## config.mk

```make
export PLATFORM = sky130hd
export DESIGN_NAME = oam_dma_ctrl
export DESIGN_NICKNAME = d
export VERILOG_FILES = /design/src/rtl/oam_dma_ctrl.sv
export SDC_FILE = /design/constraint.sdc
export NUM_CORES = 1
export LEC_CHECK = 0
export CAP_MARGIN = 10
export CORE_MARGIN = 5
export CORE_UTILIZATION = 42
export DETAILED_ROUTE_END_ITERATION = 7
export GPL_TIMING_DRIVEN = 0
export PLACE_DENSITY = 0.78
export REMOVE_ABC_BUFFERS = 1
export SETUP_SLACK_MARGIN = 0.02
export SYNTH_ARGS = -nofsm -noshare
export SYNTH_HDL_FRONTEND = slang
export SYNTH_SLANG_ARGS = --single-unit
```

## constraint.sdc

```tcl
create_clock -name clk -period 1.8 [get_ports clk]
set_input_delay 0.36 -clock clk [delete_from_list [all_inputs] [get_ports clk]]
set_output_delay 0.36 -clock clk [all_outputs]
set_load 0.05 [all_outputs]
```

## src/rtl/oam_dma_ctrl.sv

```systemverilog
// oam_dma_ctrl: sprite DMA sequencer. A CPU write to DMA_REG_ADDR latches a
// source page. The block then stalls the CPU and copies 256 bytes from
// {page,00}..{page,FF} into PPU OAM, starting at the current OAMADDR.
//
// Ports:
//   clk, reset    system clock; synchronous active-high reset
//   cpu_ce        CPU-cycle strobe; all state advances only when it is high
//   cpu_addr      CPU bus address (trigger decode only)
//   cpu_WE        CPU bus write enable (trigger decode only)
//   cpu_data_in   CPU write data; source page on trigger
//   oam_base      live PPU OAMADDR; destination of byte 0
//   wram_data     WRAM read data for dma_addr
//   cpu_stall     CPU hold request (busy)
//   oam_dma       busy flag for the WRAM mapper; same as cpu_stall
//   dma_rd        DMA owns the WRAM read bus (READ state)
//   dma_addr      WRAM read address {page, idx}
//   oam_WE        one-clk OAM write strobe
//   oam_addr      oam_base + idx, wrapping at 256
//   oam_data      byte captured during READ
module oam_dma_ctrl #(
  parameter logic [15:0] DMA_REG_ADDR = 16'h4014,
  parameter int unsigned XFER_LEN     = 256
) (
  input  logic        clk,
  input  logic        reset,
  input  logic        cpu_ce,
  input  logic [15:0] cpu_addr,
  input  logic        cpu_WE,
  input  logic [7:0]  cpu_data_in,
  input  logic [7:0]  oam_base,
  input  logic [7:0]  wram_data,
  output logic        cpu_stall,
  output logic        oam_dma,
  output logic        dma_rd,
  output logic [15:0] dma_addr,
  output logic        oam_WE,
  output logic [7:0]  oam_addr,
  output logic [7:0]  oam_data
);

  localparam logic [7:0] LAST_IDX = 8'(XFER_LEN - 1);

  typedef enum logic [2:0] {
    IDLE,
    HALT,
    ALIGN,
    READ,
    WRITE
  } state_t;

  state_t      state;
  logic        par;
  logic [7:0]  page;
  logic [7:0]  idx;
  logic [7:0]  data_q;
  logic        trigger;

  assign trigger = cpu_WE && (cpu_addr == DMA_REG_ADDR);

  // dma_addr is a register that already holds the next READ address while
  // HALT/ALIGN/WRITE is in progress, so a RAM with one clk of read latency
  // has its data ready even when READ lasts a single clk.
  always_ff @(posedge clk) begin
    if (reset) begin
      state    <= IDLE;
      par      <= 1'b0;
      page     <= '0;
      idx      <= '0;
      data_q   <= '0;
      dma_addr <= '0;
    end else if (cpu_ce) begin
      par <= ~par;
      unique case (state)
        IDLE: begin
          if (trigger) begin
            page     <= cpu_data_in;
            idx      <= '0;
            dma_addr <= {cpu_data_in, 8'h00};
            state    <= HALT;
          end
        end
        // par=1 here means the next CPU cycle has par=0, i.e. a get cycle.
        HALT:  state <= par ? READ : ALIGN;
        ALIGN: state <= READ;
        READ: begin
          data_q   <= wram_data;
          dma_addr <= {page, idx + 8'd1};
          state    <= WRITE;
        end
        WRITE: begin
          idx   <= idx + 8'd1;
          state <= (idx == LAST_IDX) ? IDLE : READ;
        end
        default: state <= IDLE;
      endcase
    end
  end

  assign cpu_stall = (state != IDLE);
  assign oam_dma   = cpu_stall;
  assign dma_rd    = (state == READ);
  // Gated by reset so a write strobe cannot slip out on the clk that aborts.
  assign oam_WE    = (state == WRITE) && cpu_ce && !reset;
  assign oam_addr  = oam_base + idx;
  assign oam_data  = data_q;

endmodule

```

==> results.rst <==
.. list-table::
   :header-rows: 1

   * - Metric
     - Value
   * - Worst Path Arrival
     - 1.95 ns
   * - Portion of total power attributed to sequential cells
     - about half
   * - CTS H-tree depth
     - 2
   * - Tcrit/Tclk final
     - 129%
   * - Setup slack on the worst flop-to-flop path
     - about 0.13 ns
   * - Synthesized instance count
     - about 290
   * - Outcome
     - finished with violations
   * - ANT cells
     - 0
   * - Fillers
     - 452
   * - Standard cell area after detailed placement
     - 0.00324 mm²
   * - Avg Inst Size Synth
     - about 8.8 µm²
   * - Root buf cell
     - sky130_fd_sc_hd__clkbuf_8
   * - Number of antenna violations at the first check in global routing
     - 0
   * - Max capacitance violation total
     - 0
   * - Wirelength per Cell
     - about 17 µm
   * - Total I/O pin count
     - 80
   * - Type of the tightest min-delay check
     - reg -> reg
   * - Part of the total power dissipated in combinational logic
     - a little over an eighth
   * - Most used DFF post-synth
     - sky130_fd_sc_hd__dfxtp_1
   * - Global-route wire length before repair
     - between 10000 and 15000 µm
   * - Minimum clock period
     - around 2.3 ns
   * - Reg-to-reg critical path startpoint
     - state[1]$_SDFFE_PP0P_
   * - Core footprint
     - 0.00592 mm²
   * - Part of the total power dissipated in the clock network
     - a little over a third
   * - Kind of end point of the critical path
     - primary output
   * - Number of synthesized flops with an enable pin
     - 0
   * - Total count of hold-check failures in the final report
     - 0
   * - Utilization after layout
     - 63.5%
   * - Deepest clock path buffer count
     - 2
   * - Pwr/cell area
     - roughly 500 mW/mm²
   * - Setup ws final
     - -0.514 ns
   * - # placed instances
     - 418
   * - Total global routing track utilization
     - between 10% and 20%
   * - Number of vias per cell
     - about 6
   * - Placer's final routability congestion estimate
     - around 0.85
   * - Highest clock frequency the design can meet
     - roughly 430 MHz
   * - Max transition margin
     - roughly two fifths
   * - Port Buffers
     - 79
   * - Int Power
     - ~1400 µW
   * - Part of the Yosys area used for sequential elements
     - 34.6%
   * - Worst Hold Launch
     - oam_data[2]$_SDFFE_PP0P_
   * - RSZ-0062 raised after global routing
     - true
   * - Wire length after detailed routing
     - 7890 µm
   * - Sum of internal, switching and leakage power
     - 1880 µW
   * - Worst endpoint required time
     - approximately 1.4 ns
   * - Register-to-Register Path Depth
     - 6
   * - Clock Sink Count
     - 44
   * - Via count of the routed design
     - between 2000 and 3000
   * - Number of optimization iterations in the first detailed-route pass
     - 5
   * - Mapped Area
     - 0.00254 mm²
   * - 1st-iter DRT viols
     - 232
   * - Final HPWL from detailed placement
     - roughly 4600 µm
   * - Effective utilization at floorplan
     - a little over two fifths
   * - Type of the setup path with the least slack
     - reg -> out
   * - Fraction of registers with async set/reset
     - 0%
   * - Total Die Area
     - between 0.007 and 0.008 mm²
   * - CTS buffer count
     - 5
   * - Standby leakage power
     - 0.00158 µW
   * - Startpoint kind of the worst setup timing path
     - register
   * - Sw power
     - 482 µW
   * - Area added between synthesis and finish
     - 47.9%
   * - Maximum vdd drop
     - 421 µV
   * - Die span in x
     - slightly below 90 µm
   * - Synth cell types
     - approximately 50
   * - Share of final-layout standard cells stronger than drive strength 1
     - about 25%
   * - Register bit count reported by yosys
     - 44
   * - Number of global-route vias before repair
     - around 2400
   * - Final number of setup-violating endpoints
     - 7
   * - Post-route DRC
     - 0
   * - Post-CTS clock slew at the launch and capture registers of the worst setup and hold paths
     - roughly 0.090 ns
   * - Final count of pins violating max slew
     - 0
   * - Final Skew
     - 0.00181 ns
   * - Post-route cell area
     - ~0.0038 mm²
   * - Non-filler instance count after layout
     - around 450
   * - Total overflow reported by the global router
     - 0
   * - Placement row count
     - 28
   * - Reg2reg end
     - idx[4]$_SDFFE_PP0P_
   * - Synth warn
     - 0
   * - Clock tree from TritonCTS
     - done
   * - Actual slew at the worst max-slew pin
     - between 0.8 and 0.9 ns
   * - Switching fraction of total power
     - around 26%
   * - Die Height
     - between 80 and 90 µm
   * - Area occupied by registers
     - 908 µm²
   * - Largest fanout on the critical path
     - 2
   * - Clock latency of the later-clocked register in the worst-skew pair
     - approximately 0.30 ns
   * - Endpoint of the worst hold-timing path
     - oam_data[2]$_SDFFE_PP0P_
   * - Hold_buf cts
     - 0
   * - Footprint of the multi-input gates
     - roughly 0.0017 mm²
   * - Remaining antenna violation count
     - 0
   * - Violations in the final reports
     - negative setup slack
   * - NumNets Final
     - around 430
   * - Instance count along the most critical hold path
     - 2
   * - Largest net degree at the start of global routing
     - 46
## through the flow
step | hold slack (ns) | setup TNS (ns) | worst slack (ns)
finish | 0.454 | -2.25 | -0.514
global route | 0.479 | -2.81 | -0.639
CTS | 0.457 | -2.20 | -0.561
detailed placement | 0.448 | -40.64 | -1.48
global placement | 0.442 | -54.01 | -1.45
floorplan | 0.425 | -9.97 | -0.503
## how the worst max path moves through the flow
| stage | start | endpoint | slack, ns | cells past startpoint |
|---|---|---|---|---|
| floorplan | idx[4]$_SDFFE_PP0P_ | oam_addr[7] | -0.50 | 5 |
| global placement | oam_base[1] | oam_addr[7] | -1.45 | 7 |
| detailed placement | oam_base[1] | oam_addr[7] | -1.48 | 7 |
| CTS | idx[1]$_SDFFE_PP0P_ | oam_addr[7] | -0.56 | 6 |
| global route | idx[1]$_SDFFE_PP0P_ | oam_addr[7] | -0.64 | 6 |
| finish | idx[1]$_SDFFE_PP0P_ | oam_addr[7] | -0.51 | 6 |
## timing repair
action,in CTS,in global routing
gates resized for setup,136,39
setup buffers,18,7
pin swaps,14,25
setup endpoints to repair,77,41
hold endpoints to repair,0,0
gates cloned,2,2
## cell usage after synthesis (all sizes together) (2+ instances only)
cell type | count | area, µm²
dfxtp | 44 | 881
a21oi | 35 | 175
nand2 | 27 | 101
a211oi | 18 | 163
o21ai | 18 | 101
nand3 | 16 | 85.1
buf | 15 | 154
o211ai | 12 | 90.1
nor3 | 10 | 60.1
clkbuf | 9 | 33.8
nor2 | 9 | 33.8
ha | 8 | 100
inv | 8 | 30.0
mux2i | 8 | 80.1
a311oi | 6 | 52.6
xnor2 | 5 | 43.8
and3 | 4 | 26.3
nor2b | 4 | 25.0
xor2 | 4 | 35.0
nand2b | 3 | 18.8
nor4b | 3 | 53.8
o21a | 3 | 22.5
a221oi | 2 | 17.5
nand3b | 2 | 15.0
nand4 | 2 | 18.8
nor3b | 2 | 26.3
## metal layers
layer  track usage [%]  vias to the layer above  wire length, µm
met2              32.3                      127             3810
met3              3.57                       21              599
met5                 0                        -                0
li1                  -                     1253                -
met4              6.69                        0              178
met1              25.4                     1269             3300
## cell usage in the layout, fill, tap and decap left out, types with 3 or more instances in the layout
| cell type | synthesis | routed |
|---|---|---|
| sky130_fd_sc_hd__and3_1 | 3 | 3 |
| sky130_fd_sc_hd__ha_4 | 0 | 5 |
| sky130_fd_sc_hd__o21a_1 | 3 | 3 |
| sky130_fd_sc_hd__nand2b_1 | 3 | 3 |
| sky130_fd_sc_hd__a311oi_1 | 6 | 6 |
| sky130_fd_sc_hd__dlymetal6s2s_1 | 0 | 9 |
| sky130_fd_sc_hd__dfxtp_4 | 0 | 7 |
| sky130_fd_sc_hd__clkbuf_8 | 0 | 6 |
| sky130_fd_sc_hd__dfxtp_1 | 44 | 36 |
| sky130_fd_sc_hd__clkdlybuf4s50_1 | 0 | 27 |
| sky130_fd_sc_hd__xor2_1 | 4 | 4 |
| sky130_fd_sc_hd__nor3_1 | 8 | 8 |
| sky130_fd_sc_hd__nand3_1 | 15 | 12 |
| sky130_fd_sc_hd__nand2_1 | 27 | 26 |
| sky130_fd_sc_hd__a21oi_1 | 35 | 33 |
| sky130_fd_sc_hd__ha_1 | 8 | 3 |
| sky130_fd_sc_hd__a211oi_1 | 14 | 12 |
| sky130_fd_sc_hd__buf_2 | 2 | 3 |
| sky130_fd_sc_hd__nand3_2 | 1 | 3 |
| sky130_fd_sc_hd__o21ai_1 | 1 | 5 |
| sky130_fd_sc_hd__xnor2_1 | 5 | 5 |
| sky130_fd_sc_hd__buf_4 | 4 | 27 |
| sky130_fd_sc_hd__nor2b_1 | 4 | 4 |
| sky130_fd_sc_hd__nor4b_4 | 1 | 3 |
| sky130_fd_sc_hd__dlygate4sd2_1 | 0 | 28 |
| sky130_fd_sc_hd__nor2_1 | 9 | 7 |
| sky130_fd_sc_hd__o211ai_1 | 12 | 12 |
| sky130_fd_sc_hd__mux2i_1 | 8 | 8 |
| sky130_fd_sc_hd__a211oi_2 | 3 | 5 |
| sky130_fd_sc_hd__o21ai_0 | 16 | 11 |
| sky130_fd_sc_hd__buf_6 | 7 | 7 |
| sky130_fd_sc_hd__inv_1 | 8 | 8 |
## power by group through the flow
stage / combinational, µW / clock (µW) / sequential (µW)
after floorplan: 83.5 / 0 / 999
after global placement: 226 / 0 / 999
after detailed placement: 227 / 0 / 999
after CTS: 245 / 664 / 969
after global routing: 273 / 710 / 966
final: 255 / 659 / 966
## logic make-up after synthesis
kind of cell	Yosys count	share of synthesized area (%)
and+or+nand+nor	87	19.8
adders and majority gates	9	4.72
xor gates and xnor gates	9	3.10
DFF	44	34.6
AOI/OAI and AO/OA	98	25.6
muxes	8	3.15
buffers and inverters	33	8.91
## state kept, by name, summed over array words and instances (netlist names)
name,cells
dma_addr,16
oam_data,8
state,3
par,1
idx,8
page,8
## layout make-up
cell class                 instances  share of cell area, %
multi-input combinational        215                   44.7
clock buffer                       6                   2.20
sequential                        44                   24.2
tap                               75                   2.50
inverter                           8                  0.798
clock inverter                     2                  0.266
timing repair buffer             104                   25.4
## worst max-delay path, stage by stage (launching register included)
cell and delay (ns):
sky130_fd_sc_hd__dfxtp_4 0.37, sky130_fd_sc_hd__ha_4 0.22, sky130_fd_sc_hd__a21oi_4 0.14, sky130_fd_sc_hd__o211ai_1 0.16, sky130_fd_sc_hd__o41ai_2 0.40, sky130_fd_sc_hd__xnor2_1 0.16, sky130_fd_sc_hd__buf_4 0.21
Note: power is estimated with default switching activity, not from simulation.
